===== config.mk =====
export PLATFORM = sky130hd
export DESIGN_NAME = vend_change_dispenser
export DESIGN_NICKNAME = d
export VERILOG_FILES = /design/src/rtl/vend_pkg.sv /design/src/rtl/vend_pulse_timer.sv /design/src/rtl/vend_change_dispenser.sv
export SDC_FILE = /design/constraint.sdc
export NUM_CORES = 1
export LEC_CHECK = 0
export CELL_PAD_IN_SITES_DETAIL_PLACEMENT = 0
export CELL_PAD_IN_SITES_GLOBAL_PLACEMENT = 1
export CORE_UTILIZATION = 37
export DETAILED_ROUTE_END_ITERATION = 8
export PLACE_DENSITY = 0.83
export SETUP_SLACK_MARGIN = 0.15
export SYNTH_ARGS = -nofsm -noshare
export SYNTH_HDL_FRONTEND = slang
export SYNTH_SLANG_ARGS = --single-unit

===== constraint.sdc =====
create_clock -name clk -period 2.4 [get_ports clk]
set_clock_uncertainty 0.2 [all_clocks]
set_input_delay 0.48 -clock clk [delete_from_list [all_inputs] [get_ports clk]]
set_output_delay 0.48 -clock clk [all_outputs]
set_load 0.01 [all_outputs]

===== src/rtl/vend_pkg.sv =====
// Shared definitions for the vending change dispenser: coin indices, coin
// values in 5-cent units, and the dispenser FSM state encoding.
package vend_pkg;

  localparam int UNIT_CENTS = 5;

  localparam int COIN_25 = 2;
  localparam int COIN_10 = 1;
  localparam int COIN_5  = 0;

  localparam int VAL_25 = 5;
  localparam int VAL_10 = 2;
  localparam int VAL_5  = 1;

  typedef enum logic [2:0] {
    ST_IDLE,
    ST_SELECT,
    ST_PULSE,
    ST_GAP,
    ST_DONE
  } state_e;

endpackage


===== src/rtl/vend_pulse_timer.sv =====
// Loadable down-counter that stops at zero. tc flags the final cycle of a
// loaded interval, so loading N-1 yields an interval of exactly N cycles.
module vend_pulse_timer #(
  parameter int W = 2
) (
  input  logic         clk,
  input  logic         rst,
  input  logic         load,
  input  logic [W-1:0] load_val,
  output logic         tc
);

  logic [W-1:0] cnt_q, cnt_d;

  always_comb begin
    cnt_d = cnt_q;
    if (load) begin
      cnt_d = load_val;
    end else if (cnt_q != '0) begin
      cnt_d = cnt_q - W'(1);
    end
  end

  always_ff @(posedge clk or posedge rst) begin
    if (rst) begin
      cnt_q <= '0;
    end else begin
      cnt_q <= cnt_d;
    end
  end

  assign tc = (cnt_q == '0);

endmodule


===== src/rtl/vend_change_dispenser.sv =====
// Pays out a change request as timed one-hot hopper pulses, largest coin
// first, skipping empty hoppers, and reports any unpaid remainder.
module vend_change_dispenser
  import vend_pkg::*;
#(
  parameter int AMT_W     = 6,
  parameter int PULSE_CYC = 4,
  parameter int GAP_CYC   = 4
) (
  input  logic             clk,
  input  logic             rst,
  input  logic             req_valid,
  input  logic [AMT_W-1:0] req_amount,
  output logic             req_ready,
  input  logic [2:0]       hopper_empty,
  output logic [2:0]       coin_pulse,
  output logic             busy,
  output logic             done,
  output logic [AMT_W-1:0] shortfall
);

  localparam int TMR_MAX = (PULSE_CYC > GAP_CYC) ? PULSE_CYC : GAP_CYC;
  localparam int TMR_W   = (TMR_MAX > 1) ? $clog2(TMR_MAX) : 1;

  state_e           state_q, state_d;
  logic [AMT_W-1:0] remaining_q, remaining_d;
  logic [AMT_W-1:0] shortfall_q, shortfall_d;
  logic [2:0]       coin_pulse_q, coin_pulse_d;
  logic             done_q, done_d;
  logic             tmr_load;
  logic [TMR_W-1:0] tmr_val;
  logic             tmr_tc;
  logic [2:0]       pick;

  function automatic logic [AMT_W-1:0] coin_value(input logic [2:0] onehot);
    logic [AMT_W-1:0] v;
    v = '0;
    if (onehot[COIN_25])      v = AMT_W'(VAL_25);
    else if (onehot[COIN_10]) v = AMT_W'(VAL_10);
    else if (onehot[COIN_5])  v = AMT_W'(VAL_5);
    return v;
  endfunction

  vend_pulse_timer #(.W(TMR_W)) u_timer (
    .clk      (clk),
    .rst      (rst),
    .load     (tmr_load),
    .load_val (tmr_val),
    .tc       (tmr_tc)
  );

  always_comb begin
    state_d      = state_q;
    remaining_d  = remaining_q;
    shortfall_d  = shortfall_q;
    coin_pulse_d = coin_pulse_q;
    done_d       = 1'b0;
    tmr_load     = 1'b0;
    tmr_val      = '0;
    pick         = 3'b000;

    case (state_q)
      ST_IDLE: begin
        if (req_valid) begin
          remaining_d = req_amount;
          state_d     = ST_SELECT;
        end
      end
      ST_SELECT: begin
        // Coin value never exceeds remaining, so the later subtract cannot wrap.
        if (remaining_q >= AMT_W'(VAL_25) && !hopper_empty[COIN_25])
          pick[COIN_25] = 1'b1;
        else if (remaining_q >= AMT_W'(VAL_10) && !hopper_empty[COIN_10])
          pick[COIN_10] = 1'b1;
        else if (remaining_q >= AMT_W'(VAL_5) && !hopper_empty[COIN_5])
          pick[COIN_5] = 1'b1;

        if (pick != 3'b000) begin
          coin_pulse_d = pick;
          tmr_load     = 1'b1;
          tmr_val      = TMR_W'(PULSE_CYC - 1);
          state_d      = ST_PULSE;
        end else begin
          shortfall_d = remaining_q;
          done_d      = 1'b1;
          state_d     = ST_DONE;
        end
      end
      ST_PULSE: begin
        if (tmr_tc) begin
          remaining_d  = remaining_q - coin_value(coin_pulse_q);
          coin_pulse_d = 3'b000;
          tmr_load     = 1'b1;
          tmr_val      = TMR_W'(GAP_CYC - 1);
          state_d      = ST_GAP;
        end
      end
      ST_GAP: begin
        if (tmr_tc) state_d = ST_SELECT;
      end
      ST_DONE: begin
        state_d = ST_IDLE;
      end
      default: begin
        coin_pulse_d = 3'b000;
        state_d      = ST_IDLE;
      end
    endcase
  end

  always_ff @(posedge clk or posedge rst) begin
    if (rst) begin
      state_q      <= ST_IDLE;
      remaining_q  <= '0;
      shortfall_q  <= '0;
      coin_pulse_q <= 3'b000;
      done_q       <= 1'b0;
    end else begin
      state_q      <= state_d;
      remaining_q  <= remaining_d;
      shortfall_q  <= shortfall_d;
      coin_pulse_q <= coin_pulse_d;
      done_q       <= done_d;
    end
  end

  assign req_ready  = (state_q == ST_IDLE);
  assign busy       = (state_q != ST_IDLE);
  assign coin_pulse = coin_pulse_q;
  assign done       = done_q;
  assign shortfall  = shortfall_q;

endmodule


Word level (Yosys, flattened, before mapping)
Index checks and enable logic that the tools add are counted.

Register bits after elaboration: 21. Input bits: 12. Output and inout bits: 12. Word-level logic and storage cells: 72.

Add/sub/neg operators: 2. Order comparisons: 3. Equality and inequality tests: 8. Muxes and demuxes: 33. Bitwise operators: 2. Reductions and logical operators: 18.

Operators with widths (count): 2-to-1 mux 6 bit (4); 2-to-1 mux 3 bit (7); 2-to-1 mux 2 bit (7); one-hot mux 3 bit (4 select lines) (1); one-hot mux 6 bit (2 select lines) (1); 2-to-1 mux 1 bit (10); one-hot mux 3 bit (3 select lines) (1); AND reduction 3 bit (3); != test 2 bit, second input constant (4); == test 3 x 2 -> 1 bit, second input constant (2); greater-or-equal comparator 6 x 1 -> 1 bit, second input constant (1); greater-or-equal comparator 6 x 2 -> 1 bit, second input constant (1); greater-or-equal comparator 6 x 3 -> 1 bit, second input constant (1); nonzero test 2 bit (3); nonzero test 3 bit (2); subtractor 6 bit (1); one-hot mux 2 bit (2 select lines) (1); == test 3 x 1 -> 1 bit, second input constant (1); == test 3 bit, second input constant (1); logical AND 1 bit (3); zero test 1 bit (3); zero test 3 bit (1); OR reduction 3 bit (1); zero test 2 bit (1); other kinds (4) (5).

Longest topological paths before layout
Gate-level depths: netlist (run 1).

Word-level depth: 10. Depth in mapped cells: 8.

Modules after synthesis
A second synthesis (run 1) with hierarchy kept.

Cell total of the unflattened synthesis: 121. Area total of the unflattened synthesis: 1196.1 um^2.

By module, submodules not included: vend_change_dispenser (instances 1, cells an instance 108, area an instance 1068.5 um^2, seq. area each 475.5 um^2); vend_pulse_timer (instances 1, cells an instance 13, area an instance 127.6 um^2, seq. area each 50.0 um^2).

Worst setup path after synthesis (run 1)
No wires, ideal clock.

Path kind: register to register. Start point: reg remaining_q[3]. End point: reg shortfall_q[3] (netlist: shortfall[3]). Library setup time: 0.125 ns. Data arrival time: 1.769 ns. Data required time: 2.075 ns. Path slack: 0.306 ns. Stages on the path, launching flop included: 6. Path buffers: 1. Path through: dfrtp_1 -> nor3_2 -> a21oi_1 -> or4_1 -> buf_2 -> mux2_4.

Cells in the longest elaborated chain, start to end: 9.

Ends and longest elaborated chain: from (decl) (RTL line vend_change_dispenser.sv:26) `logic [AMT_W-1:0] remaining_q, remaining_d;`; from (signal assigned) (RTL line vend_change_dispenser.sv:120) `remaining_q <= remaining_d;`; greater-or-equal comparator 6 x 1 -> 1 bit (RTL line vend_change_dispenser.sv:75) `else if (remaining_q >= AMT_W'(VAL_5) && !hopper_empty[COIN_5])`; logical AND 1 bit (RTL line vend_change_dispenser.sv:75); 2-to-1 mux 1 bit (RTL line vend_change_dispenser.sv:75); 2-to-1 mux 1 bit (RTL line vend_change_dispenser.sv:73) `else if (remaining_q >= AMT_W'(VAL_10) && !hopper_empty[COIN_10])`; 2-to-1 mux 2 bit (RTL line vend_change_dispenser.sv:71) `if (remaining_q >= AMT_W'(VAL_25) && !hopper_empty[COIN_25])`; 2-to-1 mux 2 bit (RTL line vend_change_dispenser.sv:62) `case (state_q)`; nonzero test 3 bit (RTL line vend_change_dispenser.sv:78) `if (pick != 3'b000) begin`; NOT 1 bit (no source line); AND reduction 2 bit (no source line); to (signal assigned) (RTL line vend_change_dispenser.sv:121) `shortfall_q <= shortfall_d;`; to (decl) (RTL line vend_change_dispenser.sv:27) `logic [AMT_W-1:0] shortfall_q, shortfall_d;`.

Parallel ways exist; a longest one is shown, timed or not. The select of a mux whose other input is x is not followed. A chain may end at the register's enable or synchronous reset.

Final worst setup path (run 1)
Start point: reg remaining_q[5]. End point: reg shortfall_q[4] (netlist: shortfall[4]).

Cells in the longest elaborated chain, start to end: 9.

Ends and longest elaborated chain (RTL line): greater-or-equal comparator 6 x 1 -> 1 bit (vend_change_dispenser.sv:75); logical AND 1 bit (vend_change_dispenser.sv:75); 2-to-1 mux 1 bit (vend_change_dispenser.sv:75); 2-to-1 mux 1 bit (vend_change_dispenser.sv:73); 2-to-1 mux 2 bit (vend_change_dispenser.sv:71); 2-to-1 mux 2 bit (vend_change_dispenser.sv:62); nonzero test 3 bit (*) (vend_change_dispenser.sv:78); NOT 1 bit (no source line) (*); AND reduction 2 bit (no source line) (*).

Every way passes the cells marked *; elsewhere a longest branch is shown, timed or not. The select of a mux whose other input is x is not followed.

==> results of run 1 <==
-- sequential cells by signal, summed over array words and instances, names as in the netlist --
name / flops
remaining_q: 6
shortfall: 6
coin_pulse: 3
state_q: 3
u_timer.cnt_q: 2
done: 1
-- cell families after synthesis --
group / count (synthesis)
buffers and inverters: 17
and+or+nand+nor: 34
DFF: 21
AOI/OAI and AO/OA: 37
adders and majority gates: 5
muxes: 3
-- path summary, 6_finish.rpt --
check                                            from                    endpoint  slack, ns  cells after the start
max                        remaining_q[5]$_DFFE_PP0P_    shortfall[4]$_DFFE_PP0P_       0.25                      4
max in group asynchronous                         rst      state_q[2]$_DFFE_PP0P_       1.48                      3
min in group clk             shortfall[5]$_DFFE_PP0P_    shortfall[5]$_DFFE_PP0P_       0.31                      1
max reg2reg                remaining_q[5]$_DFFE_PP0P_    shortfall[4]$_DFFE_PP0P_       0.25                      4
min reg2reg                  shortfall[5]$_DFFE_PP0P_    shortfall[5]$_DFFE_PP0P_       0.31                      1
min                                               rst  remaining_q[3]$_DFFE_PP0P_       0.29                      3
-- area by class of cell --
cell class | count | area [um2]
fillers | 278 | 1310
multi-input cells | 79 | 544
flip-flops and latches | 21 | 529
repair buffers | 36 | 325
inverters | 14 | 52.6
well taps | 31 | 38.8
clock buffers | 3 | 22.5
clock inverters | 1 | 5.00
-- repair_timing --
action	4_1_cts	5_1_grt
gates resized for setup	5	2
buffers inserted	2	1
hold endpoints to repair	0	0
endpoints found under the setup margin	2	5
-- synth_stat cells --
cell / number
sky130_fd_sc_hd__nor3b_2: 1
sky130_fd_sc_hd__inv_1: 14
sky130_fd_sc_hd__nand3b_1: 2
sky130_fd_sc_hd__mux2_2: 1
sky130_fd_sc_hd__a22oi_1: 1
sky130_fd_sc_hd__nor2_1: 8
sky130_fd_sc_hd__o22a_1: 2
sky130_fd_sc_hd__buf_2: 1
sky130_fd_sc_hd__a22o_1: 2
sky130_fd_sc_hd__clkbuf_1: 2
sky130_fd_sc_hd__nor2b_1: 3
sky130_fd_sc_hd__a41oi_1: 1
sky130_fd_sc_hd__a31oi_1: 2
sky130_fd_sc_hd__a21o_1: 1
sky130_fd_sc_hd__mux2_4: 2
sky130_fd_sc_hd__a21oi_1: 11
sky130_fd_sc_hd__o31ai_1: 2
sky130_fd_sc_hd__or4_1: 1
sky130_fd_sc_hd__or3_1: 2
sky130_fd_sc_hd__o311ai_0: 1
sky130_fd_sc_hd__a32o_1: 4
sky130_fd_sc_hd__fa_1: 1
sky130_fd_sc_hd__o21ba_2: 1
sky130_fd_sc_hd__nor3_1: 4
sky130_fd_sc_hd__dfrtp_1: 21
sky130_fd_sc_hd__o211ai_1: 1
sky130_fd_sc_hd__a2bb2oi_1: 1
sky130_fd_sc_hd__ha_1: 4
sky130_fd_sc_hd__nor3_2: 1
sky130_fd_sc_hd__a211oi_1: 2
sky130_fd_sc_hd__o21ai_0: 5
sky130_fd_sc_hd__nand3_1: 1
sky130_fd_sc_hd__nand2_1: 11
-- power by group --
part | switching (uW) | internal [uW] | leakage (uW)
clock network | 109 | 62.0 | 0.0000177
registers | 140 | 511 | 0.000252
logic | 544 | 554 | 0.000437
-- metal layers --
metal | global-route usage [%] | wire (um) | up-vias
met2 | 31.1 | 1280 | 16
met5 | 0 | 0 | -
met3 | 2.27 | 78 | 2
li1 | - | - | 497
met4 | 5.23 | 21 | 0
met1 | 22.6 | 1260 | 485
-- stage by stage --
step | setup WS, ns | std cells | utilization (%) | total power [uW]
2_1_floorplan | 0.306 | 117 | - | 1310
3_3_place_gp | 0.0588 | 178 | 51.7 | 1680
3_5_place_dp | 0.0374 | 178 | 51.7 | 1740
4_1_cts | 0.153 | 184 | 53.3 | 1910
5_1_grt | 0.129 | 185 | 53.6 | 2090
6_report | 0.249 | 185 | 53.6 | 1920
-- worst max-delay path, stage by stage, from the launching register on --
cell and delay, ns:
sky130_fd_sc_hd__dfrtp_1 0.45, sky130_fd_sc_hd__nor3_2 0.32, sky130_fd_sc_hd__a21oi_1 0.14, sky130_fd_sc_hd__or4_4 0.62, sky130_fd_sc_hd__mux2_4 0.32
==> impl_metrics.env, run 1 <==
export IMPL_yosysWarningCount=0
export IMPL_post_drt_antenna_nets=0
export IMPL_num_io_pins=24
export IMPL_achievable_frequency_mhz=465
export IMPL_p_leak_uw=0.000707
export IMPL_grt_start_max_net_pins=22
export IMPL_grt_setup_unrepaired="yes"
export IMPL_cp_end_kind="register"
export IMPL_yosys_register_bits=21
export IMPL_layout_cells_most_common="sky130_fd_sc_hd__clkdlybuf4s50_1"
export IMPL_synth_xor_xnor_area_share_pct=0
export IMPL_main_combinational_cell_family_by_area_after_synthesis="compound AO/OA/AOI/OAI gates"
export IMPL_critical_path_arrival_ns=2.15
export IMPL_overflow=0
export IMPL_initial_utilization_pct=40.0
export IMPL_io_buffer_count=23
export IMPL_drv_cap=0
export IMPL_post_route_min_period_ns=2.15
export IMPL_report_final_slew_viol_count=0
export IMPL_cts_htree_levels=1
export IMPL_place_hpwl_um=2010
export IMPL_place_congestion=0.769
export IMPL_clk_latency_ns=0.30
export IMPL_setup_violating_endpoint_count_in_the_final_report=0
export IMPL_grt_pass1_vias=979
export IMPL_avgSynthCellArea_um2=9.67
export IMPL_timing_hold_ws_ns=0.290
export IMPL_area_growth_syn_to_layout_pct=34.2
export IMPL_grtUsageTotal_pct=17.6
export IMPL_post_drt_wl_per_cell_um=14.3
export IMPL_setup_worst_path_start_class="register"
export IMPL_die_area_mm2=0.00328
export IMPL_max_rail_drop_vdd_mv=0.464
export IMPL_synthDistinctLibCells=33
export IMPL_cts_buffers_inserted=3
export IMPL_synth_compound_area_share_pct=22.7
export IMPL_outcome="finished with violations"
export IMPL_fin_setup_tns_ns=0
export IMPL_cts_hold_buffers=0
export IMPL_synth_nets=134
export IMPL_core_mm2=0.00283
export IMPL_synthCells=117
export IMPL_antenna_cells_inserted=0
export IMPL_tritoncts_num_sinks=21
export IMPL_cells_taking_the_most_area_after_synthesis="sky130_fd_sc_hd__dfrtp_1, sky130_fd_sc_hd__a21oi_1, sky130_fd_sc_hd__inv_1"
export IMPL_critical_path_class="register to register"
export IMPL_finalCritPeriodShare_pct=89.6
export IMPL_cts_tree="done"
export IMPL_number_of_antenna_violations_at_the_first_check_in_global_routing=0
export IMPL_wirelength_um=2640
export IMPL_share_of_cells_above_drive_strength_1_pct=17.5
export IMPL_fin_nets=172
export IMPL_grt_pass1_wl_um=4440
export IMPL_postLayoutCellArea_mm2=0.00152
export IMPL_post_drt_via_cell_ratio=5.41
export IMPL_yosys_area_share_simple_pct=15.3
export IMPL_power_per_cell_area_mw_per_mm2=1270
export IMPL_chipWidth_um=57.3
export IMPL_synth_top_area_share_pct=46.5
export IMPL_chip_height_um=57.3
export IMPL_netlist_area_mm2=0.00113
export IMPL_max_slew_worst_pin_slew_ns=0.502
export IMPL_clock_tree_buffer_depth=2
export IMPL_slew_limit_headroom_pct=66.2
export IMPL_detail_route_first_pass_iterations=6
export IMPL_num_rows=19
export IMPL_failing_checks="design-rule violations"
export IMPL_crit_required_ns=2.40
export IMPL_synth_area_mux_share_pct=3.65
export IMPL_clkTransAtPathRegs_ns=0.12
export IMPL_hold_class="primary input to asynchronous set/reset pin"
export IMPL_adder_cell_area_share_of_the_yosys_netlist_pct=6.19
export IMPL_critical_path_peak_fanout=7
export IMPL_placed_area_mm2=0.00146
export IMPL_drtIter0Drc=38
export IMPL_share_of_the_yosys_chip_area_belonging_to_registers_pct=46.5
export IMPL_most_common_layout_cells="sky130_fd_sc_hd__clkdlybuf4s50_1, sky130_fd_sc_hd__dfrtp_1, sky130_fd_sc_hd__inv_1"
export IMPL_drcViolationCount=4
export IMPL_cts_root_buffer_cell="sky130_fd_sc_hd__clkbuf_4"
export IMPL_vias=1000
export IMPL_timing_final_hold_violations=0
export IMPL_cell_type_with_the_largest_total_area_after_synthesis="sky130_fd_sc_hd__dfrtp_1"
No activity file was read; power rests on OpenSTA's default activity.
==> run 2, diff against run 1 <==
--- a/config.mk
+++ b/config.mk
@@ -10,6 +10,7 @@
 export CORE_UTILIZATION = 37
 export DETAILED_ROUTE_END_ITERATION = 8
 export PLACE_DENSITY = 0.83
+export RECOVER_POWER = 25
 export SETUP_SLACK_MARGIN = 0.15
 export SYNTH_ARGS = -nofsm -noshare
 export SYNTH_HDL_FRONTEND = slang
==> run 2 against run 1 <==
Compared with the run above:
- the flow still finishes with violations (design-rule violations)
- cell count stayed put
- non-clock buffer count stayed put
- via count stayed put
- critical path type unchanged
- largest power group unchanged
==> impl_metrics.env, run 2 (synthesized netlist as in run 1, its figures left out) <==
export IMPL_final_core_util_pct=53.5
export IMPL_slew_limit_headroom_pct=24.7
export IMPL_critical_path_arrival_ns=2.15
export IMPL_setup_violating_endpoint_count_in_the_final_report=0
export IMPL_clkTransAtPathRegs_ns=0.12
export IMPL_place_congestion=0.769
export IMPL_grt_pass1_vias=979
export IMPL_drtIter0Drc=38
export IMPL_post_drt_via_cell_ratio=5.41
export IMPL_post_drt_wl_per_cell_um=14.4
export IMPL_grt_setup_unrepaired="yes"
export IMPL_max_slew_worst_pin_slew_ns=1.13
export IMPL_post_route_min_period_ns=2.15
export IMPL_chip_height_um=57.3
export IMPL_cp_end_kind="register"
export IMPL_comb_power_share_pct=57.2
export IMPL_setup_slack_reg_to_reg_ns=0.25
export IMPL_clockPowerShare_pct=8.9
export IMPL_grtUsageTotal_pct=17.6
export IMPL_netSwitchingFraction_pct=41.4
export IMPL_outcome="finished with violations"
export IMPL_drv_cap=0
export IMPL_antenna_cells_inserted=0
export IMPL_post_drt_antenna_nets=0
export IMPL_achievable_frequency_mhz=465
export IMPL_failing_checks="design-rule violations"
export IMPL_cts_htree_levels=1
export IMPL_critical_path_class="register to register"
export IMPL_grt_start_max_net_pins=22
export IMPL_timing_hold_ws_ns=0.309
export IMPL_timing_final_hold_violations=0
export IMPL_report_final_slew_viol_count=0
export IMPL_share_of_cells_above_drive_strength_1_pct=16.9
export IMPL_critical_path_reg2reg_startpoint="remaining_q[5]$_DFFE_PP0P_"
export IMPL_most_common_layout_cells="sky130_fd_sc_hd__clkdlybuf4s50_1, sky130_fd_sc_hd__dfrtp_1, sky130_fd_sc_hd__inv_1"
export IMPL_num_rows=19
export IMPL_place_hpwl_um=2010
export IMPL_tritoncts_num_sinks=21
export IMPL_power_per_cell_area_mw_per_mm2=1270
export IMPL_number_of_antenna_violations_at_the_first_check_in_global_routing=0
export IMPL_initial_utilization_pct=40.0
export IMPL_overflow=0
export IMPL_chipWidth_um=57.3
export IMPL_layout_cells_most_common="sky130_fd_sc_hd__clkdlybuf4s50_1"
export IMPL_detail_route_first_pass_iterations=6
export IMPL_switching_power_uw=794
export IMPL_max_rail_drop_vdd_mv=0.464
export IMPL_grt_pass1_wl_um=4440
export IMPL_p_leak_uw=0.000704
export IMPL_wirelength_um=2660
export IMPL_clk_latency_ns=0.30
export IMPL_proportion_of_power_drawn_by_flip_flops_and_latches_pct=33.9
export IMPL_hold_class="register to register"
export IMPL_core_mm2=0.00283
export IMPL_fin_nets=172
export IMPL_finalCritPeriodShare_pct=89.7
export IMPL_cts_buffers_inserted=3
export IMPL_timing_hold_worst_start="shortfall[5]$_DFFE_PP0P_"
export IMPL_setup_worst_path_start_class="register"
export IMPL_drcViolationCount=4
export IMPL_num_io_pins=24
export IMPL_vias=1000
export IMPL_fin_setup_tns_ns=0
export IMPL_power_internal_uw=1130
export IMPL_die_area_mm2=0.00328
export IMPL_io_buffer_count=23
export IMPL_startpoint="remaining_q[5]$_DFFE_PP0P_"
export IMPL_clock_tree_buffer_depth=2
export IMPL_cts_root_buffer_cell="sky130_fd_sc_hd__clkbuf_4"
export IMPL_crit_required_ns=2.40
export IMPL_area_growth_syn_to_layout_pct=33.8
export IMPL_cts_tree="done"
export IMPL_critical_path_peak_fanout=7
==> run 2: cell types whose count changed in the layout (fill, tap and decap cells not counted), sizes merged <==
cell	previous run	this run
buf	13	12
clkbuf	3	4
clkdlybuf4s50	21	20
dlygate4sd3	0	1
==> run 2: per-layer routing <==
layer | vias to the layer above | share of wire [%] | global-route usage, %
met5 | - | 0 | 0
li1 | 497 | - | -
met4 | 0 | 0.79 | 5.23
met1 | 485 | 48 | 22.6
met3 | 2 | 2.9 | 2.27
met2 | 16 | 48 | 31.1
==> run 2: final timing paths <==
| path | endpoint | cells after the start |
|---|---|---|
| min in group asynchronous | remaining_q[3]$_DFFE_PP0P_ | 3 |
| setup / recovery | shortfall[4]$_DFFE_PP0P_ | 4 |
| hold / removal | shortfall[5]$_DFFE_PP0P_ | 1 |
| max in group asynchronous | state_q[2]$_DFFE_PP0P_ | 3 |
| hold reg to reg | shortfall[5]$_DFFE_PP0P_ | 1 |
| setup reg to reg | shortfall[4]$_DFFE_PP0P_ | 4 |
==> run 2: timing repair <==
item / CTS / global route
resized for setup: 5 / 2
hold buffers: 0 / 0
setup buffers: 2 / 1
setup endpoints to repair: 2 / 5
endpoints found under the hold margin: 0 / 0
==> run 2: layout make-up <==
cell class	instances	area, um2
multi-input combinational	79	544
fill	280	1320
clock buffer	3	22.5
sequential	21	529
inverter	14	52.6
tap	31	38.8
clock inverter	1	5.00
timing repair buffer	36	322
==> run 2: power by group through the flow <==
stage          clock (uW)  combinational, uW  sequential, uW
2_1_floorplan           0                659             651
3_3_place_gp            0               1030             653
3_5_place_dp            0               1070             666
4_1_cts               173               1090             650
5_1_grt               184               1230             672
6_report              171               1100             651
==> run 2: worst max-delay path, stage by stage (launching register included) <==
cell                      delay, ns
sky130_fd_sc_hd__dfrtp_1       0.45
sky130_fd_sc_hd__nor3_2        0.32
sky130_fd_sc_hd__a21oi_1       0.14
sky130_fd_sc_hd__or4_4         0.62
sky130_fd_sc_hd__mux2_4        0.32
==> run 2: stage by stage <==
step / cell area [um2] / total power (uW) / cells / setup slack [ns]
after global placement: 1460 / 1680 / 178 / 0.0588
after global routing: 1510 / 2090 / 185 / 0.129
after detailed placement: 1460 / 1740 / 178 / 0.0374
after CTS: 1510 / 1910 / 184 / 0.153
final: 1510 / 1920 / 185 / 0.247
after floorplan: 1130 / 1310 / 117 / 0.306
==> patch: new RTL, flow settings as in run 1 <==
Change the parameter `PULSE_CYC` from 4 to 2.
--- a/src/rtl/vend_change_dispenser.sv
+++ b/src/rtl/vend_change_dispenser.sv
@@ -6,3 +6,3 @@
   parameter int AMT_W     = 6,
-  parameter int PULSE_CYC = 4,
+  parameter int PULSE_CYC = 2,
   parameter int GAP_CYC   = 4
Behaviour: not the same (a bounded check fails within 10 cycles, from zero or initial values and one cycle with rst high).
==> patch against run 1 <==
  * Design area increased by 0.74%
  * Die area increased by 5.8%
  * Setup slack improved by 0.022 ns
  * Critical path depth decreased by 1
  * Area after synthesis increased by 6.0%
  * Sequential share of layout area decreased by 0.50 points
  * Power decreased by 0.50%
  * Sequential cell count unchanged
  * Global-route usage decreased by 0.51 points
  * Routed wire length decreased by 5.1%
  * Non-clock buffer count decreased by 8
  * Critical path type is now flop to primary output
  * Critical endpoint is now req_ready
==> patch: results <==
{
  "status": "finished clean",
  "worst_hold_slack_ns": 0.295,
  "cts_root_buffer": "clkbuf_4",
  "path_max_fanout": 2,
  "ys_types": 40,
  "antenna_cells": 0,
  "firstDrtPassIters": 4,
  "reg2reg_from": "coin_pulse[1]",
  "synthFlopType": "dfrtp_1",
  "ys_warn_count": 0,
  "via_per_inst": 5.05,
  "syn_nets": 142,
  "async_flop_share_pct": 100,
  "first_iter_violations": 26,
  "grt_max_degree": 22,
  "ys_top_cells_by_area": "dfrtp_1 44%, ha_1 4.2%, o21ai_0 4.2%, inv_1 3.8%, mux2_4 3.8%",
  "dp_hpwl_um": 1900,
  "arrival_ns": 1.45,
  "drive_above_1_share_pct": 14.9,
  "r2r-end": "remaining_q[4]",
  "grt_pass1_wl_um": 4530,
  "cts_buffers": 3,
  "yosysSeqAreaShare_pct": 43.8,
  "synthTopCellsByCount": "21 x dfrtp_1, 12 x inv_1, 11 x nand2_1, 11 x nor2_1, 10 x o21ai_0",
  "slew_headroom_pct": 74.5,
  "cts-htree-levels": 1,
  "p_leak_nw": 0.696,
  "path_delay_family": "flip-flops",
  "drv_cap": 0,
  "clk_pin_slew_worst_paths_ns": 0.12,
  "portBuffers": 23,
  "worst-r2r-cell-count": 9,
  "max-vdd-ir-drop_v": 0.000433,
  "insertion_delay_ns": 0.30,
  "cp_slowest_stage_delay_ns": 0.40,
  "wl_per_cell_um": 12.7,
  "nFillCells": 301,
  "hold_viol": 0,
  "gp_congestion": 0.778,
  "fin_nets": 172,
  "track_usage_pct": 17.1,
  "cts_max_path_buffers": 2,
  "hp-class": "primary input to async pin",
  "grt_antenna_before_repair": 0,
  "grt_pass1_vias": 998,
  "slowest_stage": "dfrtp_1",
  "r2r_slack_ns": 0.34
}
patch: metrics by stage:
stage	worst slack (ns)	std cells	area [µm²]	total power, mW
finish	0.271	198	1530	1.91
global route	0.160	198	1530	2.12
CTS	0.266	198	1530	1.91
detailed placement	0.273	191	1480	1.73
global placement	0.290	191	1480	1.70
floorplan	0.433	125	1200	1.36
patch: worst reg2reg max path, cell delays in order, from the launching register on:
cell      delay (ns)
dfrtp_1         0.41
inv_1           0.08
a21o_1          0.17
ha_1            0.21
fa_1            0.38
nor2b_1         0.17
nor3_1          0.08
nor2_1          0.10
o21bai_1        0.07
o21a_1          0.11
patch: worst max-delay path by stage:
stage	cells after the start	end	slack (ns)	start
floorplan	8	remaining_q[5]	0.43	coin_pulse[2]
global placement	3	req_ready	0.29	state_q[2]
detailed placement	3	req_ready	0.27	state_q[2]
CTS	3	req_ready	0.27	state_q[2]
global route	8	remaining_q[5]	0.16	coin_pulse[2]
finish	3	req_ready	0.27	state_q[2]
patch: timing repair:
action,4_1_cts,5_1_grt
cloned,0,0
setup endpoints to repair,2,1
resized for setup,2,2
hold buffers,0,0
pin swaps,0,0
buffers inserted,3,0
patch: layout make-up:
cell class                      instances  area share, %
Multi-Input combinational cell         89           40.0
Sequential cell                        21           34.4
Timing Repair Buffer                   28           17.3
Tap cell                               44           3.60
Inverter                               12           2.95
Clock buffer                            4           1.72
patch: metal layers:
| metal | vias up | GRT usage, % | share of wire [%] |
|---|---|---|---|
| met5 | - | 0 | 0 |
| met4 | 0 | 6.12 | 1.4 |
| met3 | 4 | 3.30 | 2.6 |
| met2 | 18 | 26.6 | 47 |
| met1 | 476 | 23.7 | 49 |
| li1 | 502 | - | - |
patch: report_power, final:
| group | total (mW) | internal (mW) | switching, mW |
|---|---|---|---|
| clock network | 0.172 | 0.0647 | 0.107 |
| logic | 1.09 | 0.537 | 0.554 |
| registers | 0.647 | 0.514 | 0.133 |
| total | 1.91 | 1.12 | 0.795 |
patch: logic make-up (layout without fill, tap and decap cells):
logic type	after synthesis	count (layout)	share of synthesized area, %
adders and majority gates	5	5	5.85
muxes	3	3	3.76
AOI/OAI and AO/OA	39	39	23.0
and+or+nand+nor	42	42	18.5
buffers and inverters	15	44	5.11
DFF	21	21	43.8
